===== src/rtl/crc.sv =====
// Registered CRC generator: crc_out is the CRC of the word sampled on the previous edge.
// An unrolled MSB-first remainder network feeds one CRC_W-bit output register.
module crc #(
    parameter int                 DATA_W = 16,
    parameter int                 CRC_W  = 8,
    parameter logic [CRC_W-1:0]   POLY   = 8'hB3
) (
    input  logic              clk,
    input  logic              rst_n,
    input  logic [DATA_W-1:0] data,
    output logic [CRC_W-1:0]  crc_out
);

    logic [CRC_W-1:0] crc_p0;
    logic [CRC_W-1:0] crc_p1;

    // The loop fully unrolls into an XOR network; initial remainder 0, no reflection, no final XOR.
    function automatic logic [CRC_W-1:0] crc_calc(input logic [DATA_W-1:0] word);
        logic [CRC_W-1:0] rem;
        logic             fb;
        rem = '0;
        for (int i = DATA_W - 1; i >= 0; i--) begin
            fb  = rem[CRC_W-1] ^ word[i];
            rem = {rem[CRC_W-2:0], 1'b0};
            if (fb) begin
                rem = rem ^ POLY;
            end
        end
        return rem;
    endfunction

    assign crc_p0 = crc_calc(data);

    // Stage p0 -> p1: the only state in the block.
    always_ff @(posedge clk or negedge rst_n) begin
        if (!rst_n) begin
            crc_p1 <= '0;
        end else begin
            crc_p1 <= crc_p0;
        end
    end

    assign crc_out = crc_p1;

endmodule


===== config.mk =====
export PLATFORM = sky130hd
export DESIGN_NAME = crc
export DESIGN_NICKNAME = d
export VERILOG_FILES = /design/src/rtl/crc.sv
export SDC_FILE = /design/constraint.sdc
export NUM_CORES = 1
export LEC_CHECK = 0
export ABC_AREA = 1
export CORE_UTILIZATION = 40
export DETAILED_ROUTE_END_ITERATION = 10
export PLACE_DENSITY = 0.69
export SYNTH_ARGS = -nofsm -noshare
export SYNTH_HDL_FRONTEND = slang
export SYNTH_SLANG_ARGS = --single-unit
export TNS_END_PERCENT = 100

===== constraint.sdc =====
create_clock -name clk -period 0.98 [get_ports clk]
set_clock_uncertainty 0.05 [all_clocks]
set_input_delay 0.294 -clock clk [delete_from_list [all_inputs] [get_ports clk]]
set_output_delay 0.294 -clock clk [all_outputs]
set_load 0.005 [all_outputs]

==> metrics.txt <==
Critical Path Source Type input pin; worst path buffer plus inverter count 1; DRT Pass-1 Iters 4; WL final between 3 and 4 mm; asr flop ratio synth 100%; initial DRC count 20; CTS tree built; Via Count 990; Final Cycle Share 187%; Worst slew margin 76.9%; Final Max Tran Viols 0; fmax 0.545 GHz; Mean Syn Cell Area 7.53 sq um; clk root buf clkbuf_4; most frequent cell after synthesis nand2_1; most frequent CP cell nand2_4; launch point of the critical path data[12]; clk sinks 8; CP cell instances buf_8 > xnor2_2 > nand2_2 > nand2_4 > nand2_4 > nand3_4 > nand2_4 > nand2_4 > nand3_4 > nand2_4 > nand2_4 > nand2_4 > nand2_4 > nand2_4 > nand2_2 > nand3_1 > nand2_1; initial antenna violation count 0; YS warnings 0; largest area contributor in the synthesized netlist dfrtp_1; vias per cell around 5.0; CP max stage cell xnor2_2; Core Region 0.00198 sq mm; failing checks negative setup slack; Initial Util 42.9%; syn_nets approximately 130; Place WS -1530 ps; DR WL met2 1.89 mm; Clock transition at path regs 60 ps; clk buf depth 2; die area approximately 0.0023 sq mm; gr usage total 21.5%; worst min path class input pin to asynchronous set/reset pin; vias in the first global route 926; Post-Synthesis Cells between 100 and 150; worst setup margin -853 ps; Avg WL per Cell between 15 and 20 um; Hold-fix buffers, CTS 0; ys flop type dfrtp_1; grt total ovfl 0; WP data required 1080 ps; register area 200 sq um; CP endpoint kind register; worst setup path class input pin to register; Top Metal Used met4; Routed met3 length 151 um; H-tree Lvls 1; unrepaired setup endpoints after global routing yes; Mapped Area 851 sq um; final setup fails 16; PD cells roughly 1700 mW/mm^2; Ports 26; synth unique cells 14; die height 48.1 um; nets@finish 192; Leak Pwr 0.920 nW; Worst Path Max Fanout 4; synthesis-stage register bit count 8; pin count of the biggest net entering global routing 9; GP Congestion roughly 0.73; min cycle time layout 1830 ps; total power 3.08 mW; crit-path leading delay family simple AND/OR/NAND/NOR gates; Seq/Total Area, Yosys 23.5%; M1 wire length around 1.0 mm; final hold slack 246 ps; final hold violations 0; chip width slightly below 50 um; num rows 16; outcome complete, but fails checks; Max Cap Viol 0; first-pass GRT wire length between 3 and 4 mm; max reg flops 8; share of layout cells above drive strength 1 73.3%; port buffer count 25; top-area cell type share of the netlist area 23.5%; multi-input logic area 975 sq um; Layout Area Growth over Synthesis 112%; Slew @ Worst Pin 345 ps; slowest cell delay on critical path 170 ps; DRC viols 0; ranking of synthesized cells by area dfrtp_1 (24%), xor2_1 (11%), nand2_1 (11%), nand3_2 (8.2%), xnor2_1 (8.2%); number of CTS-inserted buffers 3; Post-synth EDFFs 0; antenna diode count 0; post-DP HPWL approximately 1.5 mm; Peak VDD IR around 1.2 mV; Worst EP arrival 1930 ps; fillers 73; DRT antenna net count 0; Synth top cells by count nand2_1 (25), inv_1 (18), nand3_1 (13)
[where the power goes]
group          leakage, nW  total [mW]  switching, mW  internal [mW]
Combinational        0.813        2.29           1.23           1.06
Clock               0.0138       0.265          0.124          0.141
Sequential          0.0936       0.524         0.0364          0.487
Total                0.920        3.08           1.39           1.68
[kinds of logic after synthesis]
family        synth area share [%]
buf+inv                       9.70
xor+xnor                      21.5
flops                         23.5
simple gates                  45.3
[metrics by stage]
step                instance area, sq um  TNS [ps]  std cells  util (%)
finish                              1810     -6510        199      91.1
global route                        1810     -7350        199      91.1
CTS                                 1610     -5530        196      81.4
detailed placement                  1390    -12380        185      70.1
global placement                    1390    -11900        185      70.1
floorplan                            942     -4730        113         -
[routing by layer]
metal,vias up,global-route usage (%)
li1,456,-
met1,484,22.9
met2,39,42.7
met3,11,0
met4,0,11.7
met5,-,0
[layout make-up]
type / count / area share [%]
Multi-Input combinational cell: 83 / 54.0
Inverter: 22 / 6.10
Timing Repair Buffer: 56 / 25.7
Tap cell: 27 / 1.87
Sequential cell: 8 / 11.1
Clock buffer: 3 / 1.25
[cell usage in the layout (no fill, tap or decap), types with 2 or more instances in the layout]
master / n
nand3_2: 10
xor2_4: 4
nand2_1: 9
xnor2_4: 2
dlygate4sd2_1: 2
xor2_2: 6
nand3_1: 3
inv_4: 4
dfrtp_1: 8
clkdlybuf4s50_1: 5
buf_6: 7
inv_2: 3
buf_2: 10
inv_1: 12
xnor2_1: 2
buf_4: 28
clkbuf_4: 3
xnor2_2: 4
nand2_4: 20
xor2_1: 2
nand2_2: 11
nand3_4: 8
[how the worst max path moves through the flow]
stage | endpoint | slack [ps] | cells after the start
floorplan | crc_out[4] | -750 | 19
global placement | crc_out[4] | -1460 | 20
detailed placement | crc_out[4] | -1530 | 18
CTS | crc_out[4] | -730 | 12
global route | crc_out[5] | -940 | 15
finish | crc_out[4] | -850 | 17
[repair_timing]
item	4_1_cts	5_1_grt
setup buffers	9	4
endpoints found under the setup margin	16	16
pin swaps	36	21
gates resized for setup	112	32
Note: power is estimated with default switching activity, not from simulation.
